### src/rtl/serial_barrel_unshifter.sv
// rtl/serial_barrel_unshifter.sv - multi-cycle right rotator, one bit per clock
//
// Rotates i right by shift, one bit position per clock, and presents the
// result on a registered output. It undoes the matching left barrel rotator.
//
// Ports:
//   clk    in   clock; all state changes on its rising edge
//   rst_n  in   asynchronous active-low reset
//   start  in   begin a rotation (sampled only while idle)
//   i      in   WIDTH-bit word, captured when start is accepted
//   shift  in   SHW-bit right-rotate amount, captured with i
//   busy   out  high while a rotation is in progress or completing
//   done   out  one-cycle pulse when o has just been updated
//   o      out  WIDTH-bit registered result

module serial_barrel_unshifter #(
    parameter int WIDTH = 4,
    parameter int SHW   = 2
) (
    input  logic             clk,
    input  logic             rst_n,
    input  logic             start,
    input  logic [WIDTH-1:0] i,
    input  logic [SHW-1:0]   shift,
    output logic             busy,
    output logic             done,
    output logic [WIDTH-1:0] o
);

    typedef enum logic [1:0] {
        IDLE  = 2'b00,
        SHIFT = 2'b01,
        DONE  = 2'b10
    } state_t;

    state_t           state_q, state_d;
    logic [WIDTH-1:0] work_reg_q, work_reg_d;
    logic [SHW-1:0]   cnt_q, cnt_d;
    logic [WIDTH-1:0] o_q, o_d;

    always_comb begin
        state_d    = state_q;
        work_reg_d = work_reg_q;
        cnt_d      = cnt_q;
        o_d        = o_q;
        case (state_q)
            IDLE: begin
                if (start) begin
                    work_reg_d = i;
                    cnt_d      = shift;
                    state_d    = SHIFT;
                end
            end
            SHIFT: begin
                if (cnt_q != '0) begin
                    // Decrement only when non-zero, so cnt never wraps.
                    work_reg_d = {work_reg_q[0], work_reg_q[WIDTH-1:1]};
                    cnt_d      = cnt_q - SHW'(1);
                end else begin
                    o_d     = work_reg_q;
                    state_d = DONE;
                end
            end
            DONE: begin
                state_d = IDLE;
            end
            default: begin
                state_d = IDLE;
            end
        endcase
    end

    always_ff @(posedge clk or negedge rst_n) begin
        if (!rst_n) begin
            state_q    <= IDLE;
            work_reg_q <= '0;
            cnt_q      <= '0;
            o_q        <= '0;
        end else begin
            state_q    <= state_d;
            work_reg_q <= work_reg_d;
            cnt_q      <= cnt_d;
            o_q        <= o_d;
        end
    end

    // Status is a pure decode of the state flops: no path from the inputs.
    assign busy = (state_q == SHIFT) || (state_q == DONE);
    assign done = (state_q == DONE);
    assign o    = o_q;

endmodule

### config.mk
export PLATFORM = sky130hd
export DESIGN_NAME = serial_barrel_unshifter
export DESIGN_NICKNAME = d
export VERILOG_FILES = /design/src/rtl/serial_barrel_unshifter.sv
export SDC_FILE = /design/constraint.sdc
export NUM_CORES = 1
export LEC_CHECK = 0
export CORE_AREA = 2 2 39 41
export CTS_CLUSTER_DIAMETER = 30
export DETAILED_ROUTE_END_ITERATION = 10
export DIE_AREA = 0 0 41 43
export DONT_BUFFER_PORTS = 1
export PLACE_DENSITY = 0.6
export SLEW_MARGIN = 20
export SYNTH_ARGS = -nofsm -noshare
export SYNTH_HDL_FRONTEND = slang
export SYNTH_SLANG_ARGS = --single-unit
### constraint.sdc
create_clock -name clk -period 2.6 [get_ports clk]
set_input_delay 0.52 -clock clk [delete_from_list [all_inputs] [get_ports clk]]
set_output_delay 0.52 -clock clk [all_outputs]
set_load 0.1 [all_outputs]
== Word-level counts from Yosys, hierarchy flattened ==
Cells that the tools add are included.

* Register bits after elaboration: 12
* Input port bits: 9
* Output and inout port bits: 6
* Logic and storage cells: 27

* Add/subtract/negate cells: 1
* Equal/unequal tests: 5
* Multiplexer cells: 9
* Bitwise gates (word level): 1
* Reduce and logical (&&, ||, !) cells: 7

{| class="wikitable"
|+ Operator list
! operator !! number
|-
| $mux W2 || 4
|-
| $mux W4 || 2
|-
| $pmux W2 S2 || 2
|-
| $pmux W4 S2 || 1
|-
| $ne A2 B2 Y1 const B || 3
|-
| $reduce_and A2 Y1 || 2
|-
| $reduce_bool A2 Y1 || 2
|-
| $reduce_and A3 Y1 || 1
|-
| $eq A2 B1 Y1 const B || 1
|-
| $eq A2 B2 Y1 const B || 1
|-
| $logic_not A2 Y1 || 1
|-
| $sub A2 B1 Y2 const B || 1
|-
| $logic_or A1 B1 Y1 || 1
|-
| $not A1 Y1 || 1
|}

== Longest topological paths before layout ==
Gate-level depths: netlist (run 1).

* Word-level depth: 3
* Depth in mapped cells: 5
* Depth with buffers taken out: 5

== Worst setup path before layout (run 1) ==
Ideal clock, no wire load.

* Path kind: register to output
* Start point: reg state_q[0]
* End point: out busy
* Data arrival time: 1.282 ns
* Required time: 2.080 ns
* Slack: 0.798 ns
* Stages on the path, launching flop included: 3
* Path buffers: 0
* Path through: dfrtp_1 -> inv_1 -> ha_1

* Word-level cells in the longest chain between the ends: 2
* Elaborated cells between the ends (all ways): 3
* Those cells by class: eq/ne (2); reduce/logical (1)

{| class="wikitable"
|+ Ends and longest elaborated chain
! element !! line !! source
|-
| start: declaration || 36 || <nowiki>state_t state_q, state_d;</nowiki>
|-
| start signal: assignment || 80 || <nowiki>state_q <= state_d;</nowiki>
|-
| $eq A2 B1 Y1 / $eq A2 B2 Y1 (equally long branches) || 88 || <nowiki>assign busy = (state_q == SHIFT) || (state_q == DONE);</nowiki>
|-
| $logic_or A1 B1 Y1 * || 88 ||
|-
| end: declaration || 25 || <nowiki>output logic busy,</nowiki>
|}

Every way passes the cells marked *; elsewhere a longest branch is shown, timed or not.

== Final worst setup path (run 1) ==
Same ends and word-level chain as after synthesis.

==> results of run 1 <==
-- layer usage --
layer	vias up	GRT usage	routed length [um]
met1	178	0.1897	430
met2	12	0.2406	539
met5	-	0	0
li1	176	-	-
met4	0	0.1400	38
met3	5	0.06283	72
-- cell usage after synthesis --
library cell,number,area share
a211oi_4,1,0.031
a21oi_1,1,0.0078
clkbuf_1,1,0.0058
dfrtp_1,12,0.47
ha_1,6,0.12
inv_1,6,0.035
mux2_2,13,0.23
mux2i_1,4,0.062
nand2_1,1,0.0058
nor2_2,1,0.0098
nor2b_1,1,0.0098
o21a_1,1,0.012
o21ai_0,1,0.0078
-- stage by stage --
| stage | util | hold WS [ns] | worst slack [ns] | cells |
|---|---|---|---|---|
| global placement | 0.4864 | 0.2247 | 0.8793 | 66 |
| global route | 0.5199 | 0.4654 | 0.6542 | 71 |
| CTS | 0.5199 | 0.4508 | 0.7045 | 71 |
| detailed placement | 0.4864 | 0.2249 | 0.7809 | 66 |
| floorplan | - | 0.2244 | 0.7983 | 49 |
| finish | 0.5199 | 0.4591 | 0.7250 | 71 |
-- logic make-up (layout without fill, tap and decap cells) --
group | count (synthesis) | after routing | share of synthesized area
mux | 17 | 17 | 0.2905
flops | 12 | 12 | 0.4678
buf+inv | 7 | 13 | 0.04093
fa+ha+maj | 6 | 6 | 0.1170
compound gates | 4 | 4 | 0.05847
simple gates | 3 | 3 | 0.02535
-- area by class of cell --
class                   instances  area [um2]
repair buffers                  3       25.02
multi-input cells              30       315.3
flip-flops and latches         12       300.3
well taps                      16       20.02
clock buffers                   4       36.28
fillers                       118       664.4
inverters                       6       22.52
-- registers in the layout, summed over array words and instances (netlist names) --
name,flops
cnt_q,2
o,4
state_q,2
work_reg_q,4
-- worst max-delay path: cells and delay by family (launching register included) --
| kind | cells | cell delay (ns) |
|---|---|---|
| adders and majority gates | 1 | 0.30 |
| DFF | 1 | 0.40 |
| buffers and inverters | 2 | 0.38 |
-- cell usage in the layout (no fill, tap or decap), drive strengths merged --
master       synthesis  routed
a21oi                1       1
o21ai                1       1
dfrtp               12      12
mux2                13      13
a211oi               1       1
nor2                 1       1
ha                   6       6
mux2i                4       4
o21a                 1       1
dlygate4sd3          0       1
inv                  6       6
nand2                1       1
buf                  0       2
nor2b                1       1
clkbuf               1       4
-- worst max-delay path by stage --
| stage | endpoint | from | slack, ns |
|---|---|---|---|
| finish | busy | state_q[0] | 0.73 |
| CTS | busy | state_q[0] | 0.70 |
| detailed placement | work_reg_q[3] | state_q[1] | 0.78 |
| global placement | work_reg_q[3] | state_q[1] | 0.88 |
| floorplan | busy | state_q[0] | 0.80 |
| global route | busy | state_q[0] | 0.65 |
-- repair_timing --
action,in CTS,in global routing
hold buffers,1,0
setup buffers,0,0
endpoints found under the hold margin,12,0
==> impl_metrics.csv, run 1 <==
group,metric,value,unit
run_status,status,"complete, no violations",
timing,slew_violations,0,
timing,period_minus_slack,1.875,ns
worst_setup_path,timing.rr.start,"state_q[1]",
finish,insertedDiodeCount,0,
worst_setup_path,criticalPathCategory,"reg2out",
finish,finalNetCount,71,
run,cap_viol_max_count,0,
placed_design,dpl-instance-area,673.1,um2
worst_setup_path,cp-start-kind,"flip-flop",
clock_tree,htree_levels,1,
clock_tree,clock_latency,0.27,ns
clock_tree,numCtsBuffers,3,
grt,grt_start_max_net_pins,13,
grt,grt-ovfl-total,0,
clock_tree,cts_root_buffer,"clkbuf_4",
worst_setup_path,critPathCaptureType,"output port",
route,drt-initial-drc-count,3,
grt,grt_usage,0.1692,
worst_hold_path,holdPathEnd,"cnt_q[0]",
route,num_vias,371,
clock_tree,cts_tree,"built",
synthesis,synth_area,641.9,um2
worst_hold_path,whs_path_depth,2,
die,num_io_pins,15,
worst_setup_path,r2r-end,"work_reg_q[1]",
route,detail_route.vias_per_cell,5.225,
grt,first_global_vias,366,
worst_hold_path,hold_path.class,"in2reg",
route,post-route-drc-count,0,
worst_hold_path,min_from,"shift[0]",
synthesis,avgSynthCellArea,13.10,um2
synthesis,synth_fp_nets,64,
worst_setup_path,rr_worst_depth,5,
placed_design,dp_hpwl,859.5,um
worst_setup_path,rrSetupSlack,0.79,ns
clock_tree,path_clk_slew,0.07,ns
timing,setup_viol,0,
synthesis,ys_seq_elements,12,
die,core_region_area,1384,um2
timing,timing.final.crit_share,0.7211,
worst_setup_path,worstPathArrival,1.35,ns
die,num_rows,14,
die,start_util,0.4638,
route,post_drt_wl_per_cell,15.23,um
grt,grt_first_pass_wirelength,1807,um
clock_tree,clockBufferDepth,2,
finish,stdcell_area,719.4,um2
clock_tree,cts_sinks,12,
timing,rsz0062_at_grt,"no",
finish,drive_above_1_share,0.3818,
synthesis,synthDistinctLibCells,13,
timing,finClkSkew,0.002731,ns
timing,slew_headroom,0.3938,
synthesis,synthCells,49,
timing,worstMarginPinSlew,0.9093,ns
worst_setup_path,cpMaxStageDelayCell,"dfrtp_1",
die,die_x,41,um
synthesis,yosys_warnings,0,
route,postRouteAntennaNets,0,
worst_setup_path,cpPeakStageDelay,0.40,ns
synthesis,ys_seq_area_frac,0.4678,
die,die_h,43,um
worst_setup_path,worstPathRequired,2.08,ns
timing,finalHoldViolCount,0,
route,firstDrtPassIters,2,
placed_design,portBuffers,0,
route,wirelength,1081,um
worst_setup_path,worstPathMaxFanout,4,
worst_setup_path,crit_chain,"inv_1 > ha_1 > buf_4",
die,dieArea,1763,um2
timing,fmax,533.3,MHz
clock_tree,cts_resized,0,
grt,grt_antenna_before_repair,0,
finish,syn_to_final_growth,12.09,%
placed_design,finalWeightedCongestion,0.6997,
timing,fin_setup_tns,0,ns
Power of run 1 is left out: the tool's default activity adds up to more than one toggle a clock period on the data nets, which glitch-free logic cannot reach.
==> inputs of run 2 (changes only) <==
--- a/config.mk
+++ b/config.mk
@@ -10,7 +10,7 @@
 export DETAILED_ROUTE_END_ITERATION = 10
 export DIE_AREA = 0 0 41 43
 export DONT_BUFFER_PORTS = 1
-export PLACE_DENSITY = 0.6
+export PLACE_DENSITY = 0.62
 export SLEW_MARGIN = 20
 export SYNTH_ARGS = -nofsm -noshare
 export SYNTH_HDL_FRONTEND = slang
==> constraint.sdc (replaced) <==
create_clock -name clk -period 1.6 [get_ports clk]
set_input_delay 0.32 -clock clk [delete_from_list [all_inputs] [get_ports clk]]
set_output_delay 0.32 -clock clk [all_outputs]
set_load 0.1 [all_outputs]
==> impl_metrics.csv, run 2 (synthesis results as in run 1) <==
group,metric,value,unit
worst_hold_path,hold_path.class,"in2reg",
timing,fmax,629.5,MHz
route,wirelength,1309,um
worst_setup_path,r2r-end,"work_reg_q[1]",
grt,grt_antenna_before_repair,0,
clock_tree,cts_sinks,12,
route,post_drt_wl_per_cell,15.40,um
finish,stdcell_area,919.6,um2
grt,grt_first_pass_wirelength,2111,um
worst_setup_path,rr_worst_depth,6,
finish,multi_input_area,377.9,um2
worst_setup_path,criticalPathCategory,"reg2reg",
die,num_rows,14,
worst_setup_path,critPathCaptureType,"flip-flop",
die,core_region_area,1384,um2
worst_setup_path,path_buf_inv,2,
clock_tree,numCtsBuffers,3,
finish,n_fill_cell,104,
die,die_h,43,um
timing,period_minus_slack,1.589,ns
grt,grt_usage,0.1942,
finish,drive_above_1_share,0.6232,
die,die_x,41,um
clock_tree,clockBufferDepth,2,
clock_tree,htree_levels,1,
worst_setup_path,worstPathRequired,1.77,ns
clock_tree,cts_root_buffer,"clkbuf_4",
worst_setup_path,cp_top_family,"flip-flops",
clock_tree,cts_tree,"built",
worst_setup_path,worstPathMaxFanout,5,
timing,slew_violations,0,
route,post-route-drc-count,0,
route,drt-initial-drc-count,1,
run,cap_viol_max_count,0,
finish,finalNetCount,85,
route,num_vias,444,
worst_setup_path,timing.rr.start,"state_q[1]",
timing,finClkSkew,0.002218,ns
placed_design,portBuffers,0,
die,start_util,0.4638,
timing,timing.final.crit_share,0.9928,
timing,setup_viol,0,
placed_design,post-place-ws,-0.05448,ns
die,num_io_pins,15,
worst_setup_path,crit_chain,"inv_4 > ha_4 > nor2b_4 > a211oi_4 > buf_6 > mux2_4",
finish,postLayoutCoreUtil,0.6646,
run_status,status,"complete, no violations",
worst_setup_path,cpPeakStageDelay,0.40,ns
worst_setup_path,rrSetupSlack,0.01,ns
finish,final_cell_mix,"buf_4, dfrtp_1, mux2_2",
timing,slew_headroom,0.6384,
finish,final_common_cell,"buf_4",
worst_hold_path,min_from,"shift[0]",
timing,whs,0.2457,ns
worst_setup_path,worstPathArrival,1.76,ns
grt,grt-ovfl-total,0,
clock_tree,clock_latency,0.28,ns
worst_hold_path,whs_path_depth,2,
timing,worstMarginPinSlew,0.5406,ns
grt,grt_start_max_net_pins,13,
worst_hold_path,holdPathEnd,"cnt_q[0]",
timing,rsz0062_at_grt,"yes",
grt,first_global_vias,467,
finish,insertedDiodeCount,0,
route,firstDrtPassIters,2,
route,postRouteAntennaNets,0,
finish,syn_to_final_growth,43.27,%
route,detail_route.vias_per_cell,5.224,
worst_setup_path,cp-start-kind,"flip-flop",
die,dieArea,1763,um2
finish,final-seq-area,301.5,um2
timing,fin_ws,0.01148,ns
timing,finalHoldViolCount,0,
worst_setup_path,cpMaxStageDelayCell,"dfrtp_1",
placed_design,finalWeightedCongestion,0.6850,
placed_design,dp_hpwl,972.2,um
placed_design,dpl-instance-area,793.3,um2
clock_tree,path_clk_slew,0.08,ns
-- run 2: final cells by class --
class	count	share of cell area
inverters	6	0.02721
repair buffers	17	0.1728
well taps	16	0.02177
flip-flops and latches	12	0.3279
multi-input cells	30	0.4109
clock buffers	4	0.03946
-- run 2: through the flow --
step / cells / setup TNS (ns)
global route: 85 / -0.1178
detailed placement: 75 / -0.2224
finish: 85 / 0
floorplan: 49 / 0
global placement: 75 / 0
CTS: 82 / -0.003758
-- run 2: worst max-delay path by stage --
| stage | from | to | slack [ns] | cells past startpoint |
|---|---|---|---|---|
| finish | state_q[1] | work_reg_q[1] | 0.01 | 6 |
| global route | state_q[1] | work_reg_q[1] | -0.03 | 6 |
| CTS | state_q[0] | done | -0.004 | 4 |
| detailed placement | state_q[0] | cnt_q[1] | -0.05 | 6 |
| global placement | state_q[0] | work_reg_q[3] | 0.02 | 5 |
| floorplan | state_q[1] | work_reg_q[0] | 0.006 | 5 |
-- run 2: timing repair --
action | in CTS | in global routing
hold buffers | 1 | 0
gates resized for setup | 4 | 5
endpoints found under the hold margin | 12 | 0
setup endpoints to repair | 8 | 6
buffers inserted | 2 | 3
pin swaps | 1 | 3
-- run 2: metal layers --
metal	share of wire	global-route usage
met5	0	0
met4	0.032	0.1400
met3	0.038	0.04712
met2	0.53	0.2969
met1	0.40	0.2222
-- run 2: worst register-to-register path, stage by stage (launching register included) --
cell and delay (ns):
dfrtp_1 0.40, inv_4 0.08, ha_4 0.17, nor2b_4 0.13
a211oi_4 0.24, buf_6 0.16, mux2_4 0.30
Power of run 2 is left out for the same reason.
